File: src/rtl/ps2_frame_rx_pkg.sv
// kbd_pkg: shared types and constants for the PS/2 keyboard receive path.
//   rx_state_t      - frame receiver FSM states
//   KBD_BREAK_CODE  - scan-code prefix announcing a key release
//   KBD_EXT_CODE    - scan-code prefix announcing an extended key
//   KBD_DATA_BITS   - payload bits per PS/2 frame
package kbd_pkg;

    typedef enum logic [1:0] {
        IDLE   = 2'd0,
        DATA   = 2'd1,
        PARITY = 2'd2,
        STOP   = 2'd3
    } rx_state_t;

    localparam logic [7:0] KBD_BREAK_CODE = 8'hF0;
    localparam logic [7:0] KBD_EXT_CODE   = 8'hE0;
    localparam int         KBD_DATA_BITS  = 8;

endpackage

File: src/rtl/ps2_fall_det.sv
// ps2_fall_det: falling-edge detector for an already-debounced PS/2 line.
//   clk   - system clock
//   reset - asynchronous, active-high reset
//   in    - filtered line level
//   fall  - combinational, high in the cycle the line is first seen low
// The previous-level register resets to 1 because PS/2 lines idle high,
// so leaving reset never produces a false edge.
module ps2_fall_det (
    input  logic clk,
    input  logic reset,
    input  logic in,
    output logic fall
);

    logic prev;

    always_ff @(posedge clk or posedge reset) begin
        if (reset) prev <= 1'b1;
        else       prev <= in;
    end

    assign fall = prev & ~in;

endmodule

File: src/rtl/ps2_frame_rx.sv
// ps2_frame_rx: PS/2 keyboard frame receiver.
// Shifts in start, 8 data bits (LSB first), odd parity and stop on each
// falling edge of the filtered PS/2 clock, then reports one outcome per
// frame as a registered one-cycle strobe.
//   clk, reset    - system clock, asynchronous active-high reset
//   kbd_clk_filt  - debounced PS/2 clock line
//   kbd_dat_filt  - debounced PS/2 data line
//   dout          - last good byte (held until the next good frame)
//   dout_new      - one-cycle strobe, dout updated
//   parity_err    - one-cycle strobe, parity failure
//   frame_err     - one-cycle strobe, bad stop bit or inter-edge timeout
//   is_break      - break-prefix flag, qualified by dout_new
//   is_ext        - extended-prefix flag, qualified by dout_new
// Build option: define KBD_BREAK_DECODE_EN to absorb F0/E0 prefix bytes
// and report them through is_break/is_ext on the following byte. Without
// it every good byte is delivered and both flags are tied low.
module ps2_frame_rx
    import kbd_pkg::*;
#(
    parameter int TIMEOUT_CYCLES = 100000
) (
    input  logic       clk,
    input  logic       reset,
    input  logic       kbd_clk_filt,
    input  logic       kbd_dat_filt,
    output logic [7:0] dout,
    output logic       dout_new,
    output logic       parity_err,
    output logic       frame_err,
    output logic       is_break,
    output logic       is_ext
);

    localparam int TO_W = $clog2(TIMEOUT_CYCLES);
    // Timeout fires on the edge where the counter becomes TIMEOUT_CYCLES-1.
    localparam logic [TO_W-1:0] TO_PRE = TO_W'(TIMEOUT_CYCLES - 2);

    rx_state_t                  state, state_n;
    logic [KBD_DATA_BITS-1:0]   shift, shift_n;
    logic [2:0]                 bit_cnt, bit_cnt_n;
    logic                       par, par_n;
    logic [TO_W-1:0]            to_cnt;
    logic                       fall, to_hit;
    logic                       good, perr, ferr;

    ps2_fall_det u_clk_fall (
        .clk   (clk),
        .reset (reset),
        .in    (kbd_clk_filt),
        .fall  (fall)
    );

    // A fall in the terminal cycle wins: the edge is still valid.
    assign to_hit = (state != IDLE) && !fall && (to_cnt == TO_PRE);

    always_ff @(posedge clk or posedge reset) begin
        if (reset) begin
            state   <= IDLE;
            shift   <= '0;
            bit_cnt <= '0;
            par     <= 1'b0;
            to_cnt  <= '0;
        end else begin
            state   <= state_n;
            shift   <= shift_n;
            bit_cnt <= bit_cnt_n;
            par     <= par_n;
            to_cnt  <= (fall || state == IDLE) ? '0 : to_cnt + TO_W'(1);
        end
    end

    always_comb begin
        state_n   = state;
        shift_n   = shift;
        bit_cnt_n = bit_cnt;
        par_n     = par;
        good      = 1'b0;
        perr      = 1'b0;
        ferr      = 1'b0;
        case (state)
            IDLE: begin
                // A high data bit on a fall is not a start bit; drop it.
                if (fall && !kbd_dat_filt) begin
                    state_n   = DATA;
                    bit_cnt_n = '0;
                end
            end
            DATA: begin
                if (fall) begin
                    shift_n   = {kbd_dat_filt, shift[KBD_DATA_BITS-1:1]};
                    bit_cnt_n = bit_cnt + 3'd1;
                    if (bit_cnt == 3'(KBD_DATA_BITS - 1)) begin
                        state_n   = PARITY;
                        bit_cnt_n = '0;
                    end
                end
            end
            PARITY: begin
                if (fall) begin
                    par_n   = kbd_dat_filt;
                    state_n = STOP;
                end
            end
            STOP: begin
                if (fall) begin
                    state_n = IDLE;
                    // Stop-bit error outranks parity; odd parity means the
                    // nine bits must XOR to 1.
                    if (!kbd_dat_filt)     ferr = 1'b1;
                    else if (!(^{shift, par})) perr = 1'b1;
                    else                   good = 1'b1;
                end
            end
            default: state_n = IDLE;
        endcase
        if (to_hit) begin
            state_n   = IDLE;
            bit_cnt_n = '0;
            ferr      = 1'b1;
        end
    end

`ifdef KBD_BREAK_DECODE_EN
    logic brk_pend, ext_pend;

    always_ff @(posedge clk or posedge reset) begin
        if (reset) begin
            dout       <= '0;
            dout_new   <= 1'b0;
            parity_err <= 1'b0;
            frame_err  <= 1'b0;
            is_break   <= 1'b0;
            is_ext     <= 1'b0;
            brk_pend   <= 1'b0;
            ext_pend   <= 1'b0;
        end else begin
            dout_new   <= 1'b0;
            is_break   <= 1'b0;
            is_ext     <= 1'b0;
            parity_err <= perr;
            frame_err  <= ferr;
            if (perr || ferr) begin
                // A corrupted sequence must not tag the next byte.
                brk_pend <= 1'b0;
                ext_pend <= 1'b0;
            end else if (good) begin
                if (shift == KBD_BREAK_CODE) begin
                    brk_pend <= 1'b1;
                end else if (shift == KBD_EXT_CODE) begin
                    ext_pend <= 1'b1;
                end else begin
                    dout     <= shift;
                    dout_new <= 1'b1;
                    is_break <= brk_pend;
                    is_ext   <= ext_pend;
                    brk_pend <= 1'b0;
                    ext_pend <= 1'b0;
                end
            end
        end
    end
`else
    always_ff @(posedge clk or posedge reset) begin
        if (reset) begin
            dout       <= '0;
            dout_new   <= 1'b0;
            parity_err <= 1'b0;
            frame_err  <= 1'b0;
        end else begin
            dout_new   <= good;
            parity_err <= perr;
            frame_err  <= ferr;
            if (good) dout <= shift;
        end
    end

    assign is_break = 1'b0;
    assign is_ext   = 1'b0;
`endif

endmodule
File: config.mk
export PLATFORM = sky130hd
export DESIGN_NAME = ps2_frame_rx
export DESIGN_NICKNAME = d
export VERILOG_FILES = /design/src/rtl/ps2_frame_rx_pkg.sv /design/src/rtl/ps2_fall_det.sv /design/src/rtl/ps2_frame_rx.sv
export SDC_FILE = /design/constraint.sdc
export NUM_CORES = 1
export LEC_CHECK = 0
export ABC_AREA = 1
export CELL_PAD_IN_SITES_DETAIL_PLACEMENT = 0
export CELL_PAD_IN_SITES_GLOBAL_PLACEMENT = 2
export CORE_ASPECT_RATIO = 1.25
export CORE_UTILIZATION = 32
export CTS_BUF_LIST = sky130_fd_sc_hd__clkbuf_8
export CTS_CLUSTER_DIAMETER = 80
export DETAILED_ROUTE_END_ITERATION = 7
export PLACE_DENSITY_LB_ADDON = 0.1
export RECOVER_POWER = 50
export SYNTH_ARGS = -nofsm -noshare
export SYNTH_HDL_FRONTEND = slang
export SYNTH_SLANG_ARGS = --single-unit
File: constraint.sdc
create_clock -name clk -period 1.35 [get_ports clk]
set_input_delay 0.135 -clock clk [delete_from_list [all_inputs] [get_ports clk]]
set_output_delay 0.135 -clock clk [all_outputs]
set_load 0.05 [all_outputs]
### After elaboration in Yosys (flattened, before gate mapping)

Cells that the tools add are included.

* bits in read-only memories: 0
* bits of input ports: 4
* logic and storage cells: 63
* bits in writable memories: 0
* memories kept: 0
* register bits after elaboration: 43
* bits in latches: 0
* output and inout port bits: 13

* reduce and logical (&&, ||, !) cells: 14
* muxes and demuxes: 25
* magnitude comparators: 0
* bitwise operators: 2
* $mul: 0
* eq/ne operators: 10
* div/mod/pow operators: 0
* add/subtract/negate cells: 2
* shifts and indexed selects: 0

Operators by type and width (count)
* 17-bit by 1-bit adder with 17-bit output (second input constant): 1
* 17-bit equality test (second input constant): 1
* 17-bit 2-to-1 mux: 1
* 1-bit 2-to-1 mux: 12
* 2-bit 2-to-1 mux: 6
* 3-bit 2-to-1 mux: 4
* 3-bit != test (second input constant): 4
* 9-bit parity: 1
* 2-bit one-hot mux with 4 select lines: 1
* 3-bit one-hot mux with 2 select lines: 1
* 5-bit AND reduction: 1
* 2-bit equality test (second input constant): 2
* 2-bit AND reduction: 2
* 3-bit by 1-bit adder with 3-bit output (second input constant): 1
* 3-bit equality test (second input constant): 1
* 1-bit logical AND: 3
* 3-bit by 2-bit != test with 1-bit output (second input constant): 1
* 3-bit AND reduction: 1
* 3-bit nonzero test: 1
* 2-bit by 1-bit equality test with 1-bit output (second input constant): 1
* 1-bit logical NOT: 2
* 2-bit logical NOT: 1
* 2-bit nonzero test: 1
* 1-bit bitwise AND: 1
* other kinds (2): 2

### Logic depth before layout (Yosys ltp)

* depth in word-level cells: 7
* gate-level depth with buffers: 11

### Hierarchy

A second synthesis with hierarchy kept.

* cell total of the unflattened synthesis: 296
* area, all modules: 2369.8 µm²

By module, submodules not included
* ps2_frame_rx: cells an instance 292, instances 1, seq. area each 1051.0 µm², area an instance 2329.7 µm²
* ps2_fall_det: cells an instance 4, instances 1, seq. area each 26.3 µm², area an instance 40.0 µm²

### Worst setup path before layout

OpenSTA, ideal clock, no wires.

* path kind: register -> register
* start: reg state[0]
* end: reg state[0]
* stages on the path, launching flop included: 11
* buffers on the path: 0
* library setup time: 0.118 ns
* slack: -0.129 ns
* clock period less this slack: 1.479 ns
* data required time: 1.232 ns
* arrival time: 1.360 ns
* cells stage by stage: dfrtp_1 > inv_1 > ha_1 > nor2_4 > inv_2 > nor2_1 > nand3_1 > nand2_1 > nand3_1 > nand2_1 > nand2_1

* word-level cells in the longest chain between the ends: 5
* elaborated cells between the ends (all ways): 15
* those cells by class: 8 x eq/ne; 2 x mux; 5 x reduce/logical

RTL lines
* start: declaration: RTL line ps2_frame_rx.sv:38 `rx_state_t state, state_n;`
* start signal: assignment: RTL line ps2_frame_rx.sv:64 `state <= state_n;`
* 2-bit nonzero test: RTL line ps2_frame_rx.sv:54 `assign to_hit = (state != IDLE) && !fall && (to_cnt == TO_PRE);`
* 1-bit logical AND (2 in a row): RTL line ps2_frame_rx.sv:54
* 3-bit != test (no source line) / 3-bit by 2-bit != test with 1-bit output (equally long branches)
* 5-bit AND reduction (no source line)

Parallel ways exist; a longest one is shown, timed or not.
A chain may end at the register's enable or synchronous reset.

### Final worst setup path

* start: reg to_cnt[0]
* end: reg to_cnt[15]

* word-level cells in the longest chain between the ends: 2

RTL lines
* start: declaration: RTL line ps2_frame_rx.sv:42 `logic [TO_W-1:0] to_cnt;`
* start signal: assignment: RTL line ps2_frame_rx.sv:68 `to_cnt <= (fall || state == IDLE) ? '0 : to_cnt + TO_W'(1);`
* 17-bit by 1-bit adder with 17-bit output: RTL line ps2_frame_rx.sv:68
* 17-bit 2-to-1 mux: RTL line ps2_frame_rx.sv:68

No other way between the ends.

==> impl_results.md <==
- CP Data Required Time: approximately 1.5 ns
- Wirelength, routed: 6.48 mm
- Flop pwr share: 28.7%
- Area share of the largest cell type after synthesis: 42.1%
- CTS Hold Bufs: 0
- Synthesized area: approximately 0.0025 sq mm
- Total number of vias: about 2400
- GR Util All Layers: between 10% and 20%
- Worst-path clk slew: about 0.090 ns
- Die height: ~100 microns
- Violated checks: setup timing
- Slew headroom: 58.6%
- Clock power frac: between 10% and 20%
- Die area: a little over 0.008 sq mm
- Antenna Cells: 0
- Placer Congestion: 0.800
- Final min period: 1.49 ns
- CTS tree: built
- Width of the chip: 81.0 microns
- Clk_skew: about 0.0034 ns
- Worst path max stage delay: around 0.38 ns
- Core ar.: between 0.007 and 0.008 sq mm
- Worst Hold Class: in -> reg
- Peak supply drop: a little over 0.8 mV
- R2r worst-path depth: 9
- RSZ-0062 raised after global routing: yes
- Ys flop type: dfrtp_1
- IO Port Bufs: 14
- Via density: between 4 and 5
- Switching power: 2.71 mW
- Most common cell in the netlist: nand2_1
- Synth cell types: 30
- Post-Place Worst Slack: -0.244 ns
- Layout cells sized above 1: around 41%
- Final Hold Fails: 0
- Switch share: between 40% and 50%
- Num CTS Buffers: 5
- Status: finished, violations left
- Critical path arrival: between 1.5 and 2 ns
- Final HPWL DP: roughly 4.5 mm
- CP endpoint kind: register
- Synth Area per Inst: ~7.6 sq um
- Critical path launch point type: register
- CP Max Fanout: 3
- Worst path cell trace: buf_6, buf_6, nand3_4, nor2_2, nand2_2, nor2_4, nand3_4, o21ai_4, a21oi_1
- Num rows: 35
- Post-DRT Antenna Nets: 0
- Cell Pwr Density: 1690 mW/mm^2
- Largest net degree at the start of global routing: 44
- Post-synth EDFFs: 0
- First-pass GRT wire length: approximately 11 mm
- Initial antenna violation count: 0
- Nets@finish: 425
- Setup violators final: 24
- Slew Limit Fails: 0
- Initial DRC count: 52
- Slew of the pin with the lowest slew margin: ~0.62 ns
- Most frequent cells after synthesis: 94 x nand2_1, 42 x dfrtp_1, 42 x nor2_1
- Vias in the first global route: 2260
- Fmax: 671 MHz
- Logic pwr share: approximately 52%
- Clock sinks: between 40 and 50
- H-tree levels: 2
- Grt ovf: 0
- CTS max path bufs: 2
- Hold Crit Depth: 1
- Slowest CP cell: dfrtp_1
- Cell-internal power: around 3.7 mW
- Root buf cell: clkbuf_8
- Max-cap violations: 0
- Setup_tns: -1.77 ns
- Worst setup margin: -0.139 ns
- Cells after Synth: 328
- Drt pass-1 iters: 4
- Register area share after synthesis: between 40% and 50%
- Wirelength per Cell: between 10 and 15 microns
- Synthesis-to-finish area growth: 52.6%
- YS warnings: 0
- Seq cells post-synth: 43
- Worst Path Class, Setup: reg -> reg
- Drt drc: 0
- Initial Utilization: about a third
- Final Cycle Share: 110%
- Leak: 1.83 nW
- Area leader, netlist: dfrtp_1
- Synth async-reset ratio: between 90% and 100%
- Worst skew pair latency: ~0.30 ns
- Ranking of synthesized cells by area: dfrtp_1 42%, nand2_1 14%, nor2_1 6.3%, inv_1 6.2%, ha_1 4.5%
- IO Count: 17
-- what timing repair did --
item	CTS	global route
setup endpoints to repair	27	38
gates cloned	2	0
buffers inserted	10	6
gates resized for setup	44	46
pin swaps	13	18
-- power by group through the flow --
stage | Clock (mW) | Sequential, mW | Combinational, mW
after floorplan | 0 | 1.88 | 1.73
after global placement | 0 | 1.84 | 2.87
after detailed placement | 0 | 1.83 | 2.87
after CTS | 1.28 | 1.84 | 3.30
after global routing | 1.32 | 1.88 | 3.76
final | 1.22 | 1.84 | 3.36
-- path summary, 6_finish.rpt --
| kind | slack, ns | startpoint | endpoint |
|---|---|---|---|
| max | -0.14 | to_cnt[0]$_DFF_PP0_ | to_cnt[15]$_DFF_PP0_ |
| min | 0.32 | kbd_clk_filt | u_clk_fall.prev$_DFF_PP1_ |
| max reg2reg | -0.14 | to_cnt[0]$_DFF_PP0_ | to_cnt[15]$_DFF_PP0_ |
| min reg2reg | 0.53 | dout[4]$_DFFE_PP0P_ | dout[4]$_DFFE_PP0P_ |
| max in group asynchronous | 0.43 | reset | shift[1]$_DFFE_PP0P_ |
| min in group asynchronous | 0.46 | reset | to_cnt[0]$_DFF_PP0_ |
-- cell usage in the layout (no fill, tap or decap), types with 6 or more instances in the layout --
cell type,n
buf_12,11
buf_4,51
buf_6,14
dfrtp_1,37
inv_1,28
inv_2,14
nand2_1,83
nand2_2,14
nand3_1,10
nand3_2,10
nand3_4,7
nand4_1,10
nor2_1,35
nor2_2,6
nor2_4,6
o21ai_0,12
-- metrics by stage --
step           util [%]  power [mW]  hold slack (ns)  cell area [sq um]  std cells
2_1_floorplan         -        3.61            0.139               2520        329
3_5_place_dp       43.9        4.71            0.518               3270        483
4_1_cts            48.9        6.41            0.185               3640        503
6_report           51.1        6.43            0.325               3810        505
3_3_place_gp       43.9        4.70            0.517               3270        483
5_1_grt            51.1        6.96            0.316               3810        505
-- registers in the layout, indices dropped and copies added, names as in the netlist --
register	count
dout_new	1
frame_err	1
par	1
u_clk_fall.prev	1
bit_cnt	3
shift	8
state	2
to_cnt	17
parity_err	1
dout	8
-- metal layers --
metal	vias to the layer above	share of wire [%]	global-route usage (%)
met2	25	54	32.8
met1	1106	42	19.9
li1	1211	-	-
met4	0	2.1	6.18
met3	13	1.9	2.90
met5	-	0	0
-- logic make-up after synthesis --
family	share of synthesized area (%)
adder cells (fa/ha/maj)	4.52
AND/OR/NAND/NOR	36.3
AO/OA/AOI/OAI	7.78
XOR/XNOR	0.351
flip-flops	43.2
other	0.150
buffers and inverters	7.73
-- critical path, delay by kind of cell (launching register included) --
family / cells / cell delay (ns)
and+or+nand+nor: 5 / 0.51
DFF: 1 / 0.38
buffers and inverters: 2 / 0.21
AOI/OAI and AO/OA: 2 / 0.27
-- layout make-up --
class,count,area [sq um]
Clock inverter,3,67.6
Tap cell,92,115
Fill cell,720,3640
Sequential cell,43,1080
Multi-Input combinational cell,238,1510
Timing Repair Buffer,80,798
Clock buffer,5,68.8
Inverter,44,168
No activity file was read; power rests on OpenSTA's default activity.
